File: src/rtl/aibio_cdr_pkg.sv
// Shared types and sizing helpers for the CDR phase-detector vote filter.
package aibio_cdr_pkg;

  typedef enum logic [1:0] {
    DEC_NONE = 2'd0,
    DEC_UP   = 2'd1,
    DEC_DN   = 2'd2
  } cdr_dec_e;

  // Window sum range is +/- nch * 2^win_w, plus a sign bit.
  function automatic int acc_w(input int nch, input int win_w);
    return win_w + $clog2(nch + 1) + 1;
  endfunction

endpackage

File: src/rtl/aibio_cdr_vote_sum.sv
// Combinational masked popcount: delta = 2*ones - active for one sample cycle.
module aibio_cdr_vote_sum #(
  parameter int NCH   = 4,
  parameter int ACC_W = 8
) (
  input  logic [NCH-1:0]          phdet,
  input  logic [NCH-1:0]          ch_mask,
  output logic signed [ACC_W-1:0] delta
);

  logic [ACC_W-1:0] ones;
  logic [ACC_W-1:0] act;

  always_comb begin
    ones = '0;
    act  = '0;
    for (int i = 0; i < NCH; i++) begin
      ones = ones + ACC_W'(phdet[i] & ch_mask[i]);
      act  = act + ACC_W'(ch_mask[i]);
    end
    delta = $signed((ones << 1) - act);
  end

endmodule

File: src/rtl/aibio_cdr_phdet_filter.sv
// Windowed early/late vote filter for the RX CDR loop.
// Optional lock detector enabled by defining AIBIO_CDR_LOCK_DET_EN.
module aibio_cdr_phdet_filter
  import aibio_cdr_pkg::*;
#(
  parameter int NCH      = 4,
  parameter int WIN_W    = 4,
  parameter int THR_W    = 8,
  parameter int LOCK_CNT = 8
) (
  input  logic                          i_clk,
  input  logic                          i_reset,
  input  logic                          i_en,
  input  logic                          i_clr,
  input  logic [NCH-1:0]                i_phdet,
  input  logic [NCH-1:0]                i_ch_mask,
  input  logic [THR_W-1:0]              i_thr,
  output logic                          o_valid,
  output logic                          o_up,
  output logic                          o_dn,
  output logic [acc_w(NCH, WIN_W)-1:0]  o_acc,
  output logic                          o_lock
);

  localparam int ACC_W = acc_w(NCH, WIN_W);
  localparam int CMP_W = ((ACC_W > THR_W) ? ACC_W : THR_W) + 1;
  localparam logic [WIN_W-1:0] CNT_LAST = '1;

  if (LOCK_CNT < 1) begin : g_lock_cnt_check
    $error("LOCK_CNT must be at least 1");
  end

  logic [WIN_W-1:0]          cnt;
  logic signed [ACC_W-1:0]   acc;
  logic signed [ACC_W-1:0]   delta;
  logic signed [ACC_W-1:0]   final_sum;
  logic signed [ACC_W-1:0]   acc_q;
  logic signed [CMP_W-1:0]   fin_x;
  logic signed [CMP_W-1:0]   thr_x;
  logic                      valid_q;
  logic                      window_close;
  cdr_dec_e                  dec_q;
  cdr_dec_e                  dec_next;

  aibio_cdr_vote_sum #(
    .NCH   (NCH),
    .ACC_W (ACC_W)
  ) u_vote_sum (
    .phdet   (i_phdet),
    .ch_mask (i_ch_mask),
    .delta   (delta)
  );

  assign final_sum    = acc + delta;
  assign window_close = i_en & ~i_clr & (cnt == CNT_LAST);
  assign fin_x = {{(CMP_W - ACC_W){final_sum[ACC_W-1]}}, final_sum};
  assign thr_x = $signed({{(CMP_W - THR_W){1'b0}}, i_thr});

  // Up wins when both compares hold (threshold zero, sum zero).
  always_comb begin
    dec_next = DEC_NONE;
    if (fin_x >= thr_x) begin
      dec_next = DEC_UP;
    end else if (fin_x <= -thr_x) begin
      dec_next = DEC_DN;
    end
  end

  always_ff @(posedge i_clk or posedge i_reset) begin
    if (i_reset) begin
      cnt     <= '0;
      acc     <= '0;
      acc_q   <= '0;
      valid_q <= 1'b0;
      dec_q   <= DEC_NONE;
    end else begin
      valid_q <= 1'b0;
      dec_q   <= DEC_NONE;
      if (i_clr) begin
        cnt <= '0;
        acc <= '0;
      end else if (window_close) begin
        cnt     <= '0;
        acc     <= '0;
        acc_q   <= final_sum;
        valid_q <= 1'b1;
        dec_q   <= dec_next;
      end else if (i_en) begin
        cnt <= cnt + WIN_W'(1);
        acc <= final_sum;
      end
    end
  end

  assign o_valid = valid_q;
  assign o_up    = (dec_q == DEC_UP);
  assign o_dn    = (dec_q == DEC_DN);
  assign o_acc   = acc_q;

`ifdef AIBIO_CDR_LOCK_DET_EN
  localparam int LC_W = $clog2(LOCK_CNT + 1);
  localparam logic [LC_W-1:0] LC_MAX = LC_W'(LOCK_CNT);

  logic [LC_W-1:0] lock_cnt;

  // Updated on the same edge that registers the decision, so o_lock tracks o_valid.
  always_ff @(posedge i_clk or posedge i_reset) begin
    if (i_reset) begin
      lock_cnt <= '0;
    end else if (i_clr) begin
      lock_cnt <= '0;
    end else if (window_close) begin
      if (dec_next != DEC_NONE) begin
        lock_cnt <= '0;
      end else if (lock_cnt != LC_MAX) begin
        lock_cnt <= lock_cnt + LC_W'(1);
      end
    end
  end

  assign o_lock = (lock_cnt == LC_MAX);
`else
  assign o_lock = 1'b0;
`endif

endmodule

File: config.mk
export PLATFORM = sky130hd
export DESIGN_NAME = aibio_cdr_phdet_filter
export DESIGN_NICKNAME = d
export VERILOG_FILES = /design/src/rtl/aibio_cdr_pkg.sv /design/src/rtl/aibio_cdr_vote_sum.sv /design/src/rtl/aibio_cdr_phdet_filter.sv
export SDC_FILE = /design/constraint.sdc
export NUM_CORES = 1
export LEC_CHECK = 0
export CAP_MARGIN = 20
export CORE_UTILIZATION = 24
export DETAILED_ROUTE_END_ITERATION = 8
export GPL_TIMING_DRIVEN = 1
export REMOVE_ABC_BUFFERS = 1
export SLEW_MARGIN = 20
export SYNTH_ARGS = -nofsm -noshare
export SYNTH_HDL_FRONTEND = slang
export SYNTH_SLANG_ARGS = --single-unit
export TNS_END_PERCENT = 50
File: constraint.sdc
create_clock -name i_clk -period 3.6 [get_ports i_clk]
set_input_delay 0.72 -clock i_clk [delete_from_list [all_inputs] [get_ports i_clk]]
set_output_delay 0.72 -clock i_clk [all_outputs]
set_load 0.01 [all_outputs]
# Yosys cells after proc, flatten, opt, wreduce, memory -nomap -nowiden

Cells that the tools add are included.

Order comparisons: 2
Multiplexer cells: 12
Add/sub/neg operators: 10
Reduce and logical (&&, ||, !) cells: 2
Bitwise operators: 7
Equal/unequal tests: 3

Operators with widths:

| kind                                                                  | count |
|---|---|
| 8-bit 2-to-1 mux                                                      | 3 |
| 7-bit adder                                                           | 3 |
| 8-bit by 1-bit adder with 8-bit output                                | 2 |
| 4-bit 2-to-1 mux                                                      | 3 |
| 8-bit by 9-bit >= comparator with 1-bit output                        | 1 |
| 8-bit by 9-bit less-or-equal comparator with 1-bit output             | 1 |
| 8-bit negator with 9-bit output                                       | 1 |
| 8-bit adder                                                           | 1 |
| 2-bit 2-to-1 mux                                                      | 4 |
| 8-bit subtractor                                                      | 1 |
| 1-bit AND                                                             | 6 |
| 4-bit by 1-bit adder with 4-bit output, second input constant         | 1 |
| 4-bit equality test, second input constant                            | 1 |
| 3-bit nonzero test                                                    | 1 |
| 1-bit by 1-bit adder with 2-bit output                                | 1 |
| 2-bit by 1-bit equality test with 1-bit output, second input constant | 1 |
| 2-bit equality test, second input constant                            | 1 |
| 1-bit 2-to-1 mux                                                      | 2 |
| 2-bit AND reduction                                                   | 1 |
| 1-bit inverter                                                        | 1 |

Word-level logic and storage cells: 41
Input bits: 20
Output and inout port bits: 12
Register bits after elaboration: 23

# Longest topological paths before layout

Gate-level depths: netlist (run 1).

Depth in word-level cells: 11
Gate-level depth with buffers: 19
Gate-level depth less buffers: 19

# Hierarchy

A second synthesis (run 1) with hierarchy kept.

Cell total of the unflattened synthesis: 211
Area, all modules: 2072.0 µm²

By module, submodules not included:

| module                 | area an instance (µm²) | cells each | instances | seq. area each (µm²) |
|---|---|---|---|---|
| aibio_cdr_phdet_filter | 1796.7                 | 180        | 1         | 575.6 |
| aibio_cdr_vote_sum     | 275.3                  | 31         | 1         | 0.0 |

# Least setup slack after synthesis (run 1)

No wires, ideal clock.

Path kind: input -> register
Start: input i_ch_mask[0]
End: register dec_q[1]
Arrival: 4.610 ns
Slack: -1.131 ns
Cell stages on the path: 16
Data required time: 3.479 ns
Path buffers: 0
Cells stage by stage: and2_1 fa_1 ha_1 ha_1 inv_1 fa_1 fa_1 nor2b_1 o31a_2 a2bb2oi_1 nand2_1 ha_1 nand4_1 or2_2 o221a_1 o22a_1

Cells in the longest elaborated chain, start to end: 11

RTL lines:

| element                                                   | RTL line                     | source |
|---|---|---|
| start: declaration                                        | aibio_cdr_phdet_filter.sv:16 | `input logic [NCH-1:0] i_ch_mask,` |
| 1-bit AND                                                 | aibio_cdr_vote_sum.sv:18     | `ones = ones + ACC_W'(phdet[i] & ch_mask[i]);` |
| 7-bit adder (3 in a row)                                  | aibio_cdr_vote_sum.sv:18     |  |
| 8-bit subtractor (*)                                      | aibio_cdr_vote_sum.sv:21     | `delta = $signed((ones << 1) - act);` |
| 8-bit adder (*)                                           | aibio_cdr_phdet_filter.sv:54 | `assign final_sum = acc + delta;` |
| 8-bit by 9-bit less-or-equal comparator with 1-bit output | aibio_cdr_phdet_filter.sv:64 | `end else if (fin_x <= -thr_x) begin` |
| 2-bit 2-to-1 mux                                          | aibio_cdr_phdet_filter.sv:64 |  |
| 2-bit 2-to-1 mux (*)                                      | aibio_cdr_phdet_filter.sv:62 | `if (fin_x >= thr_x) begin` |
| 2-bit 2-to-1 mux (*)                                      | aibio_cdr_phdet_filter.sv:82 | `end else if (window_close) begin` |
| 2-bit 2-to-1 mux (*)                                      | aibio_cdr_phdet_filter.sv:79 | `if (i_clr) begin` |
| end signal: assignment                                    | aibio_cdr_phdet_filter.sv:87 | `dec_q <= dec_next;` |
| end: declaration                                          | aibio_cdr_phdet_filter.sv:42 | `cdr_dec_e dec_q;` |

Mark *: on every way between the ends. The rest lies on a longest branch, timed or not.
A chain may end at the register's enable or synchronous reset.

# Worst setup path in the final report (run 1)

Start: input i_phdet[3]
End: register dec_q[1]

Cells in the longest elaborated chain, start to end: 9

RTL lines:

| element                                                   | RTL line                     | source |
|---|---|---|
| start: declaration                                        | aibio_cdr_phdet_filter.sv:15 | `input logic [NCH-1:0] i_phdet,` |
| 1-bit AND (*)                                             | aibio_cdr_vote_sum.sv:18     |  |
| 7-bit adder (*)                                           | aibio_cdr_vote_sum.sv:18     |  |
| 8-bit subtractor (*)                                      | aibio_cdr_vote_sum.sv:21     |  |
| 8-bit adder (*)                                           | aibio_cdr_phdet_filter.sv:54 |  |
| via final_sum[5]                                          | aibio_cdr_phdet_filter.sv:36 | `logic signed [ACC_W-1:0] final_sum;` |
| 8-bit by 9-bit less-or-equal comparator with 1-bit output | aibio_cdr_phdet_filter.sv:64 |  |
| 2-bit 2-to-1 mux                                          | aibio_cdr_phdet_filter.sv:64 |  |
| 2-bit 2-to-1 mux (*)                                      | aibio_cdr_phdet_filter.sv:62 |  |
| 2-bit 2-to-1 mux (*)                                      | aibio_cdr_phdet_filter.sv:82 |  |
| 2-bit 2-to-1 mux (*)                                      | aibio_cdr_phdet_filter.sv:79 |  |

Mark *: on every way through the listed nets, which the timed path passes. The rest lies on a longest branch.

==> results summary, run 1 <==
The run finished, with violations left. The final reports fail on negative setup slack. The number of hold violations in the final report came to 0. The post-route worst setup slack is -851 ps. The critical path launch point type is a primary input. The final worst clock skew is 6.86 ps. The wire length of the first global-routing pass came out at between 8 and 9 mm. For this design the static power due to leakage is between 1 and 1.5 nW. Static timing analysis puts the maximum clock frequency at 0.225 GHz. The number of antenna-violating nets in the routed design came out at 0. The global route total overflow came out at 0. The max-capacitance violation count came out at 0. The placeable core area is 8220 µm². The number of standard cells in the layout, taps in and fillers out came out at 401. The number of placed instances, taps included, is 389. The overall die width is 94.3 µm. The sum of net half-perimeters after detailed placement came out at 4.00 mm. In this run, synthesis inferred 0 flip-flops with an integrated enable. Relative to the synthesized area, the layout overhead comes to 46.7%. The number of global-route vias before repair is 1,797. The most critical setup path has its startpoint at i_phdet[3]. The initial antenna violation count came out at 0. In this run the critical register-to-register path is launched from acc[1]$_DFFE_PP0P_. The number of violations reported at the end of detailed-routing iteration 0 is 52. The async set-reset flop share out of synthesis is 100%. The core occupancy in the finished layout is 36.5%. In this run the worst path has a maximum fanout of 3.

The number of buffers added on ports is 30. The flop-to-flop setup slack came out at -90 ps. The clock latency at the later pin of the worst-skew pair is 270 ps. The synthesized cell area is just over 2000 µm². The most used flip-flop cell after synthesis is dfrtp_1. The number of top-level pins is 32. The clock tree from TritonCTS is yes. Setup repair after global routing could not meet its margin everywhere. The data arrival time at the worst-slack endpoint came out at about 4600 ps. The die area is 8890 µm². The clock slew seen by the registers of the worst setup and hold paths came out at approximately 90 ps.

The number of synthesized register bits came out at 23. The period utilization is 124%. After detailed routing, the total wire length is 5.10 mm.

The clock period minus final worst setup slack came out at 4450 ps. The total global routing track utilization is 12.0%. The congestion estimate from routability-driven global placement came to ~0.8. The count of clock tree sinks came out at 23. The number of warning messages in the yosys log came out at 0. The worst reg-to-reg path cell count came out at 17. The power per cell area is roughly 1100 nW/µm². In this run the number of H-tree levels came out at 1.

The number of inserted diodes came out at 0. The final-stage net count is 352. The layout has roughly 800 filler cells.

In this run the clock root is driven by a clkbuf_8. After detailed routing, the average wire length per cell comes to 12.7 µm. The sequential element share of the synthesized area is 28.2%. The max-slew violation total from the final report is 0. The synthesized area divided by synthesized cell count is 9.25 µm². The total via count after detailed routing is 1,815.

The required arrival time at the worst endpoint came out at between 3000 and 4000 ps. The critical path capture point type is a flip-flop. In this run the critical register-to-register path is captured at dec_q[1]$_DFF_PP0_. The critical path is of the in -> reg type.

The worst-margin pin slew came out at about 890 ps. The number of standard-cell rows in the floorplan is 33. The distinct cell type count of the synthesized netlist came out at 47. Of the cells placed in the final design, the portion with a size suffix greater than 1 is 31.8%. Counting along the longest clock path gives a buffer depth of 2. The most critical setup path has its endpoint at dec_q[1]$_DFF_PP0_. Setup violations remaining at the end of the flow were counted as 6. The starting utilization of the core area came out at 24.9%.

The height of the die is between 90 and 100 µm. The post-synthesis instance total is 221. The DRC violations left came out at 0.

The worst hold path begins at o_acc[0]$_DFFE_PP0P_. Measured against its own limit, the worst slew margin works out to 40.7%. The clock buffer count from CTS came out at 3. The detailed-route vias per instance came out at 4.53.

The peak ir drop on the vdd network came out at 0.000480 V. The number of optimization iterations in the first detailed-route pass is 4. In this run the worst hold path is classified as reg -> reg. The pin count of the biggest net entering global routing came out at 24.
[report_power, final]
group	internal (W)	switching, W
clock	0.0000774	0.0000905
combinational	0.00155	0.00125
sequential	0.000302	0.0000317
total	0.00193	0.00138
[Yosys cell counts (2+ instances only)]
master | number | area (µm²)
a211oi_1 | 3 | 22.5
a21o_1 | 4 | 30.0
a21oi_1 | 8 | 40.0
a22o_1 | 9 | 78.8
a31oi_1 | 2 | 12.5
and2_1 | 4 | 25.0
dfrtp_1 | 23 | 576
fa_1 | 4 | 80.1
ha_1 | 31 | 388
inv_1 | 35 | 131
mux2_2 | 6 | 67.6
nand2_1 | 8 | 30.0
nand3_1 | 9 | 45.0
nand4_1 | 2 | 12.5
nor2_1 | 15 | 56.3
nor2b_1 | 5 | 31.3
nor3_1 | 2 | 10.0
nor4_1 | 2 | 12.5
o211ai_1 | 3 | 22.5
o21a_1 | 2 | 15.0
o21ai_0 | 6 | 30.0
xnor2_1 | 11 | 96.3
xor2_1 | 3 | 26.3
[kinds of logic (layout without fill, tap and decap cells)]
| logic type | Yosys count | after routing | share of synthesized area (%) |
|---|---|---|---|
| other cells | 1 | 1 | 0.184 |
| buf+inv | 37 | 112 | 6.98 |
| flops | 23 | 23 | 28.2 |
| xor+xnor | 14 | 14 | 6.00 |
| mux | 7 | 7 | 3.80 |
| fa+ha+maj | 36 | 36 | 23.5 |
| simple gates | 56 | 56 | 14.8 |
| compound gates | 47 | 47 | 16.7 |
[layout make-up]
class | instances | area (µm²) | share of cell area, %
Inverter | 35 | 134 | 4.47
Tap cell | 105 | 131 | 4.38
Multi-Input combinational cell | 161 | 1480 | 49.2
Clock inverter | 1 | 5.00 | 0.167
Clock buffer | 3 | 41.3 | 1.38
Timing Repair Buffer | 73 | 636 | 21.2
Sequential cell | 23 | 576 | 19.2
[what timing repair did]
action,CTS,global route
gates resized for setup,45,22
setup endpoints to repair,13,11
hold buffers,0,0
pin swaps,27,21
buffers inserted,2,6
[layer usage]
layer | vias to the layer above | part of all wire (%) | track usage, %
met3 | 7 | 2.2 | 0.971
met5 | - | 0 | 0
met1 | 858 | 48 | 15.6
met4 | 0 | 2.0 | 4.62
met2 | 28 | 48 | 20.4
li1 | 922 | - | -
[registers in the layout, indices dropped and copies added (netlist names)]
name     flops
o_valid      1
cnt          4
acc          8
o_acc        8
dec_q        2
[cells in the final DEF (no fill, tap or decap), drive strengths merged, types with 2 or more instances in the layout]
cell type,count
buf,49
inv,35
ha,31
dfrtp,23
clkdlybuf4s50,23
nor2,15
xnor2,11
nand3,9
a22o,9
nand2,8
a21oi,8
o21ai,7
mux2,6
nor2b,5
a21o,4
and2,4
fa,4
a211oi,4
o211ai,3
xor2,3
clkbuf,3
o21a,2
nand4,2
a31oi,2
and3,2
nor3,2
nor4,2
[stage by stage]
step	setup slack, ps	setup TNS (ps)	cell area (µm²)	hold slack [ps]	total power, W
floorplan	-1130	-2710	2030	473	0.00156
global placement	-1610	-10870	2730	467	0.00255
detailed placement	-1700	-11390	2730	473	0.00259
CTS	-946	-2840	2870	494	0.00295
global route	-977	-3740	3000	523	0.00357
finish	-851	-2970	3000	491	0.00330
[worst min path at each step]
stage | end | slack (ps) | cells past startpoint
2_1_floorplan | acc[2]$_DFFE_PP0P_ | 470 | 1
3_3_place_gp | o_acc[6]$_DFFE_PP0P_ | 470 | 2
3_5_place_dp | o_acc[6]$_DFFE_PP0P_ | 470 | 2
4_1_cts | o_acc[6]$_DFFE_PP0P_ | 490 | 2
5_1_grt | o_acc[6]$_DFFE_PP0P_ | 520 | 2
6_report | o_acc[0]$_DFFE_PP0P_ | 490 | 2
[worst max-delay path, stage by stage]
cell	delay [ps]
buf_6	90
and2_4	150
fa_1	520
ha_4	290
inv_2	30
fa_1	460
inv_2	80
ha_4	140
inv_4	30
fa_2	390
nor2b_2	130
o31a_2	180
a21oi_2	50
ha_1	300
and4_1	190
a31oi_1	90
o21a_1	130
maj3_2	290
o221a_1	210
o22a_1	160
(Power assumes the default switching activity.)
==> run 2, diff against run 1 <==
- CTS_BUF_LIST: default -> sky130_fd_sc_hd__clkbuf_4 sky130_fd_sc_hd__clkbuf_8
- SLEW_MARGIN: 20 -> 0
==> results of run 2 <==
Same layout as run 1: the final DEF is identical, and so are final timing and power.
